$ cat config.mk
export PLATFORM = sky130hd
export DESIGN_NAME = alarm_ctrl_flat
export DESIGN_NICKNAME = d
export VERILOG_FILES = /design/src/rtl/alarm_ctrl_if.sv /design/src/rtl/alarm_ctrl.sv /design/src/flat_wrapper.sv
export SDC_FILE = /design/constraint.sdc
export NUM_CORES = 1
export LEC_CHECK = 0
export ABC_AREA = 1
export CAP_MARGIN = 20
export CORE_ASPECT_RATIO = 0.7
export CORE_MARGIN = 2
export CORE_UTILIZATION = 40
export CTS_BUF_LIST = sky130_fd_sc_hd__clkbuf_4 sky130_fd_sc_hd__clkbuf_8 sky130_fd_sc_hd__clkbuf_16
export CTS_CLUSTER_SIZE = 12
export DETAILED_ROUTE_END_ITERATION = 8
export PLACE_DENSITY = 0.67
export SYNTH_ARGS = -nofsm -noshare
export SYNTH_HDL_FRONTEND = slang
export SYNTH_SLANG_ARGS = --single-unit
$ cat constraint.sdc
create_clock -name clk -period 1.9 [get_ports clk]
set_clock_uncertainty 0.15 [all_clocks]
set_input_delay 0.38 -clock clk [delete_from_list [all_inputs] [get_ports clk]]
set_output_delay 0.38 -clock clk [all_outputs]
set_load 0.005 [all_outputs]
$ cat src/rtl/alarm_ctrl_if.sv
// Signal bundle between the time-keeping/alarm-setting stages and the alarm controller.
// The master side supplies time, buttons and enable. The slave side returns the buzzer and status outputs.
interface alarm_ctrl_if;
    logic       enb;
    logic       tick_1hz;
    logic [5:0] cur_hour;
    logic [5:0] cur_min;
    logic [5:0] cur_sec;
    logic [5:0] a_hour;
    logic [5:0] a_min;
    logic       snooze_p;
    logic       stop_p;
    logic       buzz;
    logic       ringing;
    logic       snoozing;
    logic [1:0] snooze_cnt;

    modport master (
        output enb, tick_1hz, cur_hour, cur_min, cur_sec, a_hour, a_min, snooze_p, stop_p,
        input  buzz, ringing, snoozing, snooze_cnt
    );

    modport slave (
        input  enb, tick_1hz, cur_hour, cur_min, cur_sec, a_hour, a_min, snooze_p, stop_p,
        output buzz, ringing, snoozing, snooze_cnt
    );
endinterface

$ cat src/rtl/alarm_ctrl.sv
// Alarm controller. It decides when the alarm rings, and it handles snooze, stop, ring timeout and the 1 s on / 1 s off beep.
module alarm_ctrl #(
    parameter int RING_SEC   = 60,
    parameter int SNOOZE_MIN = 5,
    parameter int MAX_SNOOZE = 3
) (
    input  logic         clk,
    input  logic         rst,
    alarm_ctrl_if.slave  alarm_io
);

    localparam logic [1:0] IDLE    = 2'd0;
    localparam logic [1:0] RINGING = 2'd1;
    localparam logic [1:0] SNOOZE  = 2'd2;

    localparam logic [5:0] RING_LIMIT = 6'(RING_SEC);
    localparam logic [9:0] SNOOZE_LEN = 10'(SNOOZE_MIN * 60);
    localparam logic [1:0] SNOOZE_MAX = 2'(MAX_SNOOZE);

    logic [1:0] state_q, state_d;
    logic [5:0] sec_cnt_q, sec_cnt_d;
    logic [9:0] rem_sec_q, rem_sec_d;
    logic       beep_q, beep_d;
    logic [1:0] snooze_cnt_q, snooze_cnt_d;
    logic       match;

    // Requiring the tick and second zero limits this to one firing per alarm minute.
    assign match = alarm_io.enb & alarm_io.tick_1hz &
                   (alarm_io.cur_hour == alarm_io.a_hour) &
                   (alarm_io.cur_min  == alarm_io.a_min) &
                   (alarm_io.cur_sec  == 6'd0);

    always_comb begin
        state_d      = state_q;
        sec_cnt_d    = sec_cnt_q;
        rem_sec_d    = rem_sec_q;
        beep_d       = beep_q;
        snooze_cnt_d = snooze_cnt_q;

        if (!alarm_io.enb) begin
            state_d = IDLE;
        end else begin
            case (state_q)
                IDLE: begin
                    if (match) begin
                        state_d      = RINGING;
                        sec_cnt_d    = 6'd0;
                        snooze_cnt_d = 2'd0;
                        beep_d       = 1'b1;
                    end
                end
                RINGING: begin
                    if (alarm_io.stop_p) begin
                        state_d = IDLE;
                    end else if (alarm_io.snooze_p) begin
                        if (snooze_cnt_q < SNOOZE_MAX) begin
                            state_d      = SNOOZE;
                            snooze_cnt_d = snooze_cnt_q + 2'd1;
                            rem_sec_d    = SNOOZE_LEN;
                        end else begin
                            state_d = IDLE;
                        end
                    end else if (alarm_io.tick_1hz) begin
                        sec_cnt_d = sec_cnt_q + 6'd1;
                        beep_d    = ~beep_q;
                        if (sec_cnt_d == RING_LIMIT) begin
                            state_d = IDLE;
                        end
                    end
                end
                SNOOZE: begin
                    // Stop outranks the expiry tick. Snooze presses are meaningless here.
                    if (alarm_io.stop_p) begin
                        state_d = IDLE;
                    end else if (alarm_io.tick_1hz) begin
                        rem_sec_d = rem_sec_q - 10'd1;
                        if (rem_sec_q == 10'd1) begin
                            state_d   = RINGING;
                            sec_cnt_d = 6'd0;
                            beep_d    = 1'b1;
                        end
                    end
                end
                default: begin
                    state_d = IDLE;
                end
            endcase
        end
    end

    always_ff @(posedge clk or posedge rst) begin
        if (rst) begin
            state_q      <= IDLE;
            sec_cnt_q    <= 6'd0;
            rem_sec_q    <= 10'd0;
            beep_q       <= 1'b0;
            snooze_cnt_q <= 2'd0;
        end else begin
            state_q      <= state_d;
            sec_cnt_q    <= sec_cnt_d;
            rem_sec_q    <= rem_sec_d;
            beep_q       <= beep_d;
            snooze_cnt_q <= snooze_cnt_d;
        end
    end

    assign alarm_io.buzz       = (state_q == RINGING) & beep_q;
    assign alarm_io.ringing    = (state_q == RINGING);
    assign alarm_io.snoozing   = (state_q == SNOOZE);
    assign alarm_io.snooze_cnt = snooze_cnt_q;

endmodule

$ cat src/flat_wrapper.sv
// flat-port wrapper written by rule: the top's interface ports become plain ports
module alarm_ctrl_flat 
#(
    parameter int RING_SEC   = 60,
    parameter int SNOOZE_MIN = 5,
    parameter int MAX_SNOOZE = 3
)
  (clk, rst, alarm_io_enb, alarm_io_tick_1hz, alarm_io_cur_hour, alarm_io_cur_min, alarm_io_cur_sec, alarm_io_a_hour, alarm_io_a_min, alarm_io_snooze_p, alarm_io_stop_p, alarm_io_buzz, alarm_io_ringing, alarm_io_snoozing, alarm_io_snooze_cnt);
  alarm_ctrl_if alarm_io_i ();
  input  logic clk;
  input  logic rst;
  input wire logic [$bits(alarm_io_i.enb)-1:0] alarm_io_enb;
  input wire logic [$bits(alarm_io_i.tick_1hz)-1:0] alarm_io_tick_1hz;
  input wire logic [$bits(alarm_io_i.cur_hour)-1:0] alarm_io_cur_hour;
  input wire logic [$bits(alarm_io_i.cur_min)-1:0] alarm_io_cur_min;
  input wire logic [$bits(alarm_io_i.cur_sec)-1:0] alarm_io_cur_sec;
  input wire logic [$bits(alarm_io_i.a_hour)-1:0] alarm_io_a_hour;
  input wire logic [$bits(alarm_io_i.a_min)-1:0] alarm_io_a_min;
  input wire logic [$bits(alarm_io_i.snooze_p)-1:0] alarm_io_snooze_p;
  input wire logic [$bits(alarm_io_i.stop_p)-1:0] alarm_io_stop_p;
  output wire logic [$bits(alarm_io_i.buzz)-1:0] alarm_io_buzz;
  output wire logic [$bits(alarm_io_i.ringing)-1:0] alarm_io_ringing;
  output wire logic [$bits(alarm_io_i.snoozing)-1:0] alarm_io_snoozing;
  output wire logic [$bits(alarm_io_i.snooze_cnt)-1:0] alarm_io_snooze_cnt;
  assign alarm_io_i.enb = alarm_io_enb;
  assign alarm_io_i.tick_1hz = alarm_io_tick_1hz;
  assign alarm_io_i.cur_hour = alarm_io_cur_hour;
  assign alarm_io_i.cur_min = alarm_io_cur_min;
  assign alarm_io_i.cur_sec = alarm_io_cur_sec;
  assign alarm_io_i.a_hour = alarm_io_a_hour;
  assign alarm_io_i.a_min = alarm_io_a_min;
  assign alarm_io_i.snooze_p = alarm_io_snooze_p;
  assign alarm_io_i.stop_p = alarm_io_stop_p;
  assign alarm_io_buzz = alarm_io_i.buzz;
  assign alarm_io_ringing = alarm_io_i.ringing;
  assign alarm_io_snoozing = alarm_io_i.snoozing;
  assign alarm_io_snooze_cnt = alarm_io_i.snooze_cnt;
  alarm_ctrl #(.RING_SEC(RING_SEC), .SNOOZE_MIN(SNOOZE_MIN), .MAX_SNOOZE(MAX_SNOOZE)) u_core (.clk(clk), .rst(rst), .alarm_io(alarm_io_i));
endmodule
# Yosys cells after proc, flatten, opt, wreduce, memory -nomap -nowiden
# Index checks and enable logic that the tools add are counted.
# totals
reg_bits	21
in_bits	36
output_inout_bits	5
wordCells	82
# op_classes
n_addsub	3
magnitude_cmp	1
n_eq_ne	20
n_mux	38
bitwise_logic	6
n_reduce_logical	9
# ops
operator	n
2-to-1 mux 10 bit	5
2-to-1 mux 6 bit	7
2-to-1 mux 2 bit	14
one-hot mux 10 bit (2 select lines)	1
one-hot mux 6 bit (3 select lines)	1
== test 6 bit	2
inequality test 2 bit, second input constant	6
== test 10 x 1 -> 1 bit, second input constant	1
subtractor 10 x 1 -> 10 bit, second input constant	1
AND reduction 9 bit	1
2-to-1 mux 1 bit	7
AND reduction 7 bit	1
adder 6 x 1 -> 6 bit, second input constant	1
== test 6 bit, second input constant	1
logical NOT 6 bit	1
inequality test 2 x 1 -> 1 bit, second input constant	3
one-hot mux 2 bit (3 select lines)	1
AND reduction 6 bit	1
AND 1 bit	5
inequality test 5 x 4 -> 1 bit, second input constant	1
inequality test 5 bit, second input constant	1
AND reduction 5 bit	1
inequality test 4 x 3 -> 1 bit, second input constant	1
inequality test 4 bit, second input constant	1
other kinds (11)	12

# Depth between registers and ports, before layout
# Gate-level depths: netlist of run 1.
# depth
word_depth	8
mapped_depth	12
mapped_depth_nobuf	11

# Worst setup path before layout of run 1
# No wires, ideal clock.
# synth_timing
path_type	register to register
start	register u_core.snooze_cnt_q[0] (netlist: u_core.alarm_io.snooze_cnt[0])
end	register u_core.rem_sec_q[3]
setup_time_ps	126
arrival_time_ps	1413
required_time_ps	1624
path_slack_ps	211
path_stages_with_launch	9
n_path_buf	0
period_less_slack_ps	1689
path_cell_list	dfrtp_1 ha_1 or2_1 o22ai_2 o21ai_2 nor2_2 nand2_1 nand2_1 nand3_1
# synth_between
elab_chain_len	3
# synth_lines
item	line_no	text
from (decl)	alarm_ctrl.sv:24	logic [1:0] snooze_cnt_q, snooze_cnt_d;
from (signal assigned)	alarm_ctrl.sv:103	snooze_cnt_q <= snooze_cnt_d;
< comparator 2 bit	alarm_ctrl.sv:56	if (snooze_cnt_q < SNOOZE_MAX) begin
inequality test 2 x 1 -> 1 bit (no line)	--	
AND reduction 7 bit (no line)	--	
to (signal assigned)	alarm_ctrl.sv:101	rem_sec_q <= rem_sec_d;
to (decl)	alarm_ctrl.sv:22	logic [9:0] rem_sec_q, rem_sec_d;
# Every way passes these cells.
# A chain may end at the register's enable or synchronous reset.

# Final worst setup path of run 1
# layout_timing
start	input port alarm_io_enb
end	register u_core.sec_cnt_q[3]
# layout_between
elab_chain_len	6
# layout_lines
item	line_no	text
from (decl)	flat_wrapper.sv:12	input wire logic [$bits(alarm_io_i.enb)-1:0] alarm_io_enb;
AND 1 bit (2 in a row)	alarm_ctrl.sv:28	assign match = alarm_io.enb & alarm_io.tick_1hz &
AND 1 bit	alarm_ctrl.sv:29	(alarm_io.cur_hour == alarm_io.a_hour) &
AND 1 bit	alarm_ctrl.sv:30	(alarm_io.cur_min == alarm_io.a_min) &
inequality test 2 x 1 -> 1 bit (no line)	--	
AND reduction 9 bit (no line) (*)	--	
to (signal assigned)	alarm_ctrl.sv:100	sec_cnt_q <= sec_cnt_d;
to (decl)	alarm_ctrl.sv:21	logic [5:0] sec_cnt_q, sec_cnt_d;
# Every way passes the cells marked *; elsewhere a longest branch is shown, timed or not.

==> impl_metrics.csv, run 1 <==
group,metric,value,unit
run_status,status,"finished clean",
placement,gp_congestion,0.8417,
global_route,antenna_found_initial,0,
sta,finalHoldViolations,0,
routing,route.detailed.drc,0,
final_layout,nets,340,
synth,ys_ff_latch,21,
worst_setup_path,critPathCaptureType,"flip-flop",
sta,final.min_clock_period,1.825,ns
power,vdd_drop_max,0.6873,mV
synth,yosysSeqAreaShare,33.12,%
synth,synthSimpleGateAreaFrac,37.30,%
floorplanning,die_width,79.28,um
cts,ctsRootBufferMaster,"clkbuf_8",
synth,synth_adder_area_share,3.155,%
sta,setup_tns,0,ns
global_route,grt_usage,18.23,%
synth,yosysTopAreaCellShare,33.12,%
worst_setup_path,cpMostUsedCell,"nand2_1",
synth,yosys_warnings,0,
power,power_density,809.3,mW/mm^2
cts,clk_path_buf_depth,2,
worst_setup_path,start_kind,"primary input",
cts,clock-sinks,21,
worst_setup_path,critPathMaxFanout,7,
floorplanning,core-area,0.003851,sq mm
routing,via_per_inst,4.604,
routing,wl_per_cell,11.13,um
cts,cts_tree,"done",
floorplanning,dieArea,0.004494,sq mm
synth,synth_edf_count,0,
sta,setup-violations-final,0,
global_route,grt_overflow_total,0,
cts,cts_buffers,3,
synth,syn-num-nets,277,
synth,synthCells,237,
placement,pre_cts_ws,-0.2906,ns
floorplanning,start_util,41.20,%
worst_setup_path,cp_slowest_cell,"clkdlybuf4s50_1",
sta,worst_pin_slew,0.3368,ns
synth,synth_xor_area_share,4.416,%
synth,synth_area,0.001587,sq mm
floorplanning,die_h,56.69,um
synth,yosys-mux-area-fraction,0,%
final_layout,drive_gt1_share,17.06,%
synth,synth.avg_cell_area,6.694,sq um
synth,synth.distinct_cells,28,
sta,fin_ws,0.07492,ns
worst_setup_path,crit_arrival,1.83,ns
floorplanning,rows,19,
synth,synthTopCellsByArea,"dfrtp_1, nand2_1, inv_1, nor2_1, nand3_1",
global_route,grt_max_degree,22,
routing,num_vias,1616,
sta,slew_headroom,77.42,%
worst_setup_path,critPathMaxStageDelay,0.49,ns
global_route,grt_pass1_vias,1581,
routing,first_pass_iters,4,
worst_setup_path,critPathTopFamily,"buffers and inverters",
worst_setup_path,cp_num_buf_inv,2,
synth,synth_ff_type,"dfrtp_1",
floorplanning,ios,41,
worst_setup_path,crit_chain,"clkdlybuf4s50_1, buf_4, nand2_1, nor2_1, o21ai_0, a21oi_4, nand2_4, nand2_1, o21ai_2",
placement,dpl.hpwl,2.863,mm
cts,h-tree-depth,1,
final_layout,stdcell_area,0.002290,sq mm
worst_setup_path,criticalPathCategory,"in -> reg",
synth,synth_top_cell_by_area,"dfrtp_1",
sta,fmax,0.5479,GHz
worst_hold_path,worstHoldPathType,"in -> async",
power,p_leak,0.001204,uW
synth,async_reset_ff_share,100.0,%
worst_setup_path,rr_worst_depth,9,
worst_setup_path,cp.depth,9,
cts,path_clk_slew,0.08,ns
routing,drt_iter0_drc,45,
routing,wl,3.908,mm
routing,detail-route-antenna-nets,0,
final_layout,area_growth,44.32,%
job,max-cap-violations,0,
sta,min_period_over_period,96.06,%
final_layout,antenna_cells,0,
synth,synth_top_family_by_area,"simple AND/OR/NAND/NOR gates",
synth,synth-compound-area-share,10.88,%
worst_setup_path,crit_required,1.91,ns
placement,post_dp_cell_area,0.002131,sq mm
placement,place.port_buffers,40,
cts,clkLatencyLatePin,0.27,ns
global_route,grt_pass1_wl,6.651,mm
sta,slew_viol_final,0,
path summary, 6_finish.rpt:
| path | to | slack (ns) | start |
|---|---|---|---|
| max | u_core.sec_cnt_q[3] | 0.07 | alarm_io_enb |
| min | u_core.rem_sec_q[3] | 0.29 | rst |
| max reg2reg | u_core.rem_sec_q[3] | 0.13 | u_core.state_q[1] |
| min reg2reg | u_core.beep_q | 0.36 | u_core.beep_q |
| max in group asynchronous | u_core.rem_sec_q[4] | 1.09 | rst |
| min in group clk | u_core.beep_q | 0.36 | u_core.beep_q |
per-layer routing:
| layer | global-route usage, % | vias up | share of wire (%) |
|---|---|---|---|
| li1 | - | 858 | - |
| met1 | 25.03 | 702 | 48 |
| met2 | 29.42 | 49 | 43 |
| met3 | 4.180 | 7 | 8.5 |
| met4 | 3.941 | 0 | 1.1 |
| met5 | 0 | - | 0 |
worst min-delay path: stages:
cell	delay (ns)
clkdlybuf4s50_1	0.40
inv_1	0.05
buf_4	0.27
cells in the mapped netlist (2+ instances only):
cell,number
inv_1,40
nor2_1,31
nand2_2,4
o21ai_2,8
o21ai_0,11
xnor2_1,3
ha_1,4
nand2_1,66
nand3_1,20
nor2_2,2
inv_2,2
xor2_1,5
nor2_4,2
dfrtp_1,21
or2_2,2
nand4_1,4
cell usage in the layout (no fill, tap or decap), types with 2 or more instances in the layout:
cell type	count
clkdlybuf4s50_1	32
ha_1	4
nand2_4	3
buf_4	18
nor2_1	31
nand2_1	65
nor2_4	2
inv_1	38
xnor2_1	3
inv_2	4
nand4_1	4
dlymetal6s2s_1	5
dlygate4sd2_1	3
o21ai_0	11
o21ai_2	7
nand3_1	19
nor2_2	2
nand2_2	3
clkbuf_8	3
or2_2	2
dfrtp_1	21
xor2_1	5
area by class of cell:
class / count / area [sq um]
Sequential cell: 21 / 525.5
Fill cell: 369 / 1562
Inverter: 42 / 157.7
Timing Repair Buffer: 59 / 564.3
Tap cell: 52 / 65.06
Multi-Input combinational cell: 173 / 928.4
Clock buffer: 3 / 41.29
Clock inverter: 1 / 7.507
sequential cells by signal, indices dropped and copies added, names as in the netlist:
signal                      flops
u_core.rem_sec_q               10
u_core.beep_q                   1
u_core.state_q                  2
u_core.alarm_io.snooze_cnt      2
u_core.sec_cnt_q                6
kinds of logic (layout without fill, tap and decap cells):
logic type | count (synthesis) | in the layout
AOI/OAI and AO/OA | 25 | 25
xor gates and xnor gates | 8 | 8
adders and majority gates | 4 | 4
buffers and inverters | 44 | 105
DFF | 21 | 21
and+or+nand+nor | 135 | 136
per-stage QoR:
stage               std cells  hold WS, ns  power, uW  util, %
finish                    351       0.2857       1853    59.45
global route              351       0.3278       2024    59.45
detailed placement        340       0.3338       1465    55.33
CTS                       349       0.2948       1819    57.93
floorplan                 237       0.2065       1161        -
global placement          340       0.3247       1449    55.33
repair_timing:
action,CTS,global route
endpoints found under the setup margin,7,11
gates cloned,0,1
buffers inserted,5,2
pin swaps,1,5
hold buffers,0,0
resized for setup,5,12
power breakdown:
part / internal [uW] / switching (uW)
clock: 148 / 155
sequential: 568 / 124
combinational: 398 / 460
total: 1110 / 738
(Power assumes the default switching activity.)
==> inputs of run 2 (changes only) <==
--- a/config.mk
+++ b/config.mk
@@ -6,6 +6,7 @@
 export NUM_CORES = 1
 export LEC_CHECK = 0
 export ABC_AREA = 1
+export ABC_CLOCK_PERIOD_IN_PS = 1900
 export CAP_MARGIN = 20
 export CORE_ASPECT_RATIO = 0.7
 export CORE_MARGIN = 2
==> results of run 2 <==
No change in the layout: final DEF, timing and power equal those of run 1.
==> inputs of run 3 (changes only) <==
--- a/config.mk
+++ b/config.mk
@@ -7,7 +7,7 @@
 export LEC_CHECK = 0
 export ABC_AREA = 1
 export ABC_CLOCK_PERIOD_IN_PS = 1900
-export CAP_MARGIN = 20
+export CAP_MARGIN = 10
 export CORE_ASPECT_RATIO = 0.7
 export CORE_MARGIN = 2
 export CORE_UTILIZATION = 40
@@ -15,6 +15,7 @@
 export CTS_CLUSTER_SIZE = 12
 export DETAILED_ROUTE_END_ITERATION = 8
 export PLACE_DENSITY = 0.67
+export SETUP_SLACK_MARGIN = 0.02
 export SYNTH_ARGS = -nofsm -noshare
 export SYNTH_HDL_FRONTEND = slang
 export SYNTH_SLANG_ARGS = --single-unit
==> run 3 against run 2 <==
Against the previous run: setup slack better by 0.040 ns; first-iteration DRC count is 16% lower; critical path depth is 5 lower; power is 0.69% higher; clock power about the same; count of clock-buffer cells in the layout did not move.
==> impl_metrics.csv, run 3 (synthesized netlist as in run 1, its figures left out) <==
group,metric,value,unit
cts,clkLatencyLatePin,0.27,ns
placement,dpl.hpwl,2.863,mm
cts,path_clk_slew,0.08,ns
sta,slew_viol_final,0,
sta,min_period_over_period,93.95,%
power,power_density,811.3,mW/mm^2
final_layout,final_core_util,59.71,%
sta,fmax,0.5602,GHz
final_layout,layout.cells.non_filler,352,
final_layout,seqCellArea,525.5,sq um
routing,first_pass_iters,4,
worst_setup_path,start_kind,"flip-flop",
worst_setup_path,crit_required,1.37,ns
floorplanning,dieArea,0.004494,sq mm
placement,dp.cells,340,
global_route,grt_pass1_vias,1581,
sta,setup-violations-final,0,
sta,worst_pin_slew,0.3362,ns
sta,finalHoldViolations,0,
global_route,grt_pass1_wl,6.651,mm
cts,h-tree-depth,1,
final_layout,fillers,367,
sta,slew_headroom,77.47,%
worst_setup_path,criticalPathCategory,"reg -> out",
worst_setup_path,critPathCaptureType,"output port",
worst_setup_path,rr_worst_depth,9,
routing,detail-route-antenna-nets,0,
floorplanning,die_h,56.69,um
routing,drt_iter0_drc,38,
placement,pre_cts_ws,-0.2906,ns
final_layout,multi_input_area,928.4,sq um
final_layout,area_growth,44.95,%
cts,cts_hold_buf,0,
power,total_power,1866,uW
global_route,grt_usage,18.23,%
worst_setup_path,crit_chain,"buf_4, nand2_1, inv_1, dlygate4sd2_1",
final_layout,layout_common_cells,"nand2_1, inv_1, nor2_1, clkdlybuf4s50_1, dfrtp_1",
floorplanning,die_width,79.28,um
floorplanning,core-area,0.003851,sq mm
power,vdd_drop_max,0.6869,mV
global_route,antenna_found_initial,0,
power,p_leak,0.001216,uW
cts,cts_buffers,3,
placement,place.port_buffers,40,
global_route,grt_overflow_total,0,
final_layout,final_common_cell,"nand2_1",
final_layout,top_register,"u_core.rem_sec_q",
floorplanning,ios,41,
final_layout,reg_top3,"u_core.rem_sec_q (10), u_core.sec_cnt_q (6)",
cts,clk_path_buf_depth,2,
worst_setup_path,crit_start,"u_core.state_q[1]",
placement,gp_congestion,0.8417,
final_layout,nets,341,
routing,route.detailed.drc,0,
floorplanning,start_util,41.20,%
final_layout,antenna_cells,0,
sta,holdWs,0.2862,ns
cts,cts_tree,"done",
routing,num_vias,1621,
global_route,grt_max_degree,22,
worst_setup_path,crit_arrival,1.26,ns
cts,clock-sinks,21,
worst_setup_path,reg2reg_from,"u_core.state_q[1]",
routing,via_per_inst,4.605,
worst_setup_path,critPathMaxStageDelay,0.43,ns
job,max-cap-violations,0,
final_layout,largest_reg_flops,10,
worst_setup_path,cp_slowest_cell,"dfrtp_1",
worst_setup_path,critPathMaxFanout,2,
sta,fin_ws,0.1149,ns
cts,ctsRootBufferMaster,"clkbuf_8",
worst_hold_path,worstHoldPathType,"in -> async",
run_status,status,"finished clean",
routing,wl_per_cell,11.23,um
floorplanning,rows,19,
final_layout,drive_gt1_share,17.67,%
routing,wl,3.953,mm
sta,final.min_clock_period,1.785,ns
run 3: cell types whose count changed in the layout (fill, tap and decap cells not counted):
cell,previous run,this run
dlygate4sd2_1,3,2
clkdlybuf4s50_1,32,31
dlymetal6s2s_1,5,6
buf_6,0,1
clkbuf_2,0,1
run 3: repair_timing:
item | CTS | global route
gates cloned | 0 | 1
buffers inserted | 5 | 2
setup endpoints to repair | 10 | 15
gates resized for setup | 5 | 16
pin swaps | 1 | 6
run 3: area by class of cell:
cell class / count / share of cell area [%]
sequential: 21 / 22.85
tap: 52 / 2.829
clock buffer: 3 / 1.795
inverter: 42 / 6.855
timing repair buffer: 60 / 24.97
clock inverter: 1 / 0.3264
multi-input combinational: 173 / 40.37
run 3: final timing paths:
check                                 endpoint  slack [ns]
setup / recovery             alarm_io_snoozing        0.11
hold / removal             u_core.rem_sec_q[3]        0.29
setup reg to reg           u_core.rem_sec_q[3]        0.12
hold reg to reg                  u_core.beep_q        0.36
max in group asynchronous  u_core.rem_sec_q[4]        1.09
min in group clk                 u_core.beep_q        0.36
run 3: worst max-delay path, delay by kind of cell, from the launching register on:
family / cells / cell delay [ns]
buffers and inverters: 3 / 0.47
flip-flops: 1 / 0.43
AND/OR/NAND/NOR: 1 / 0.09
run 3: metrics by stage:
step / TNS (ns) / area [sq um]
after global placement: -2.530 / 2131
after global routing: -0.07362 / 2300
after floorplan: 0 / 1587
final: 0 / 2300
after detailed placement: -2.898 / 2131
after CTS: 0 / 2231
run 3: layer usage:
metal	track usage, %	up-vias	routed length, um	share of wire (%)
met1	25.03	709	1910	48
met5	0	-	0	0
li1	-	861	-	-
met3	4.180	7	314	7.9
met2	29.42	44	1683	43
met4	3.941	0	44	1.1
run 3: power breakdown:
group | switching, uW | total [uW] | internal, uW | leakage [uW]
clock network | 156 | 304 | 148 | 0.0000217
registers | 124 | 692 | 568 | 0.000270
logic | 465 | 870 | 405 | 0.000923
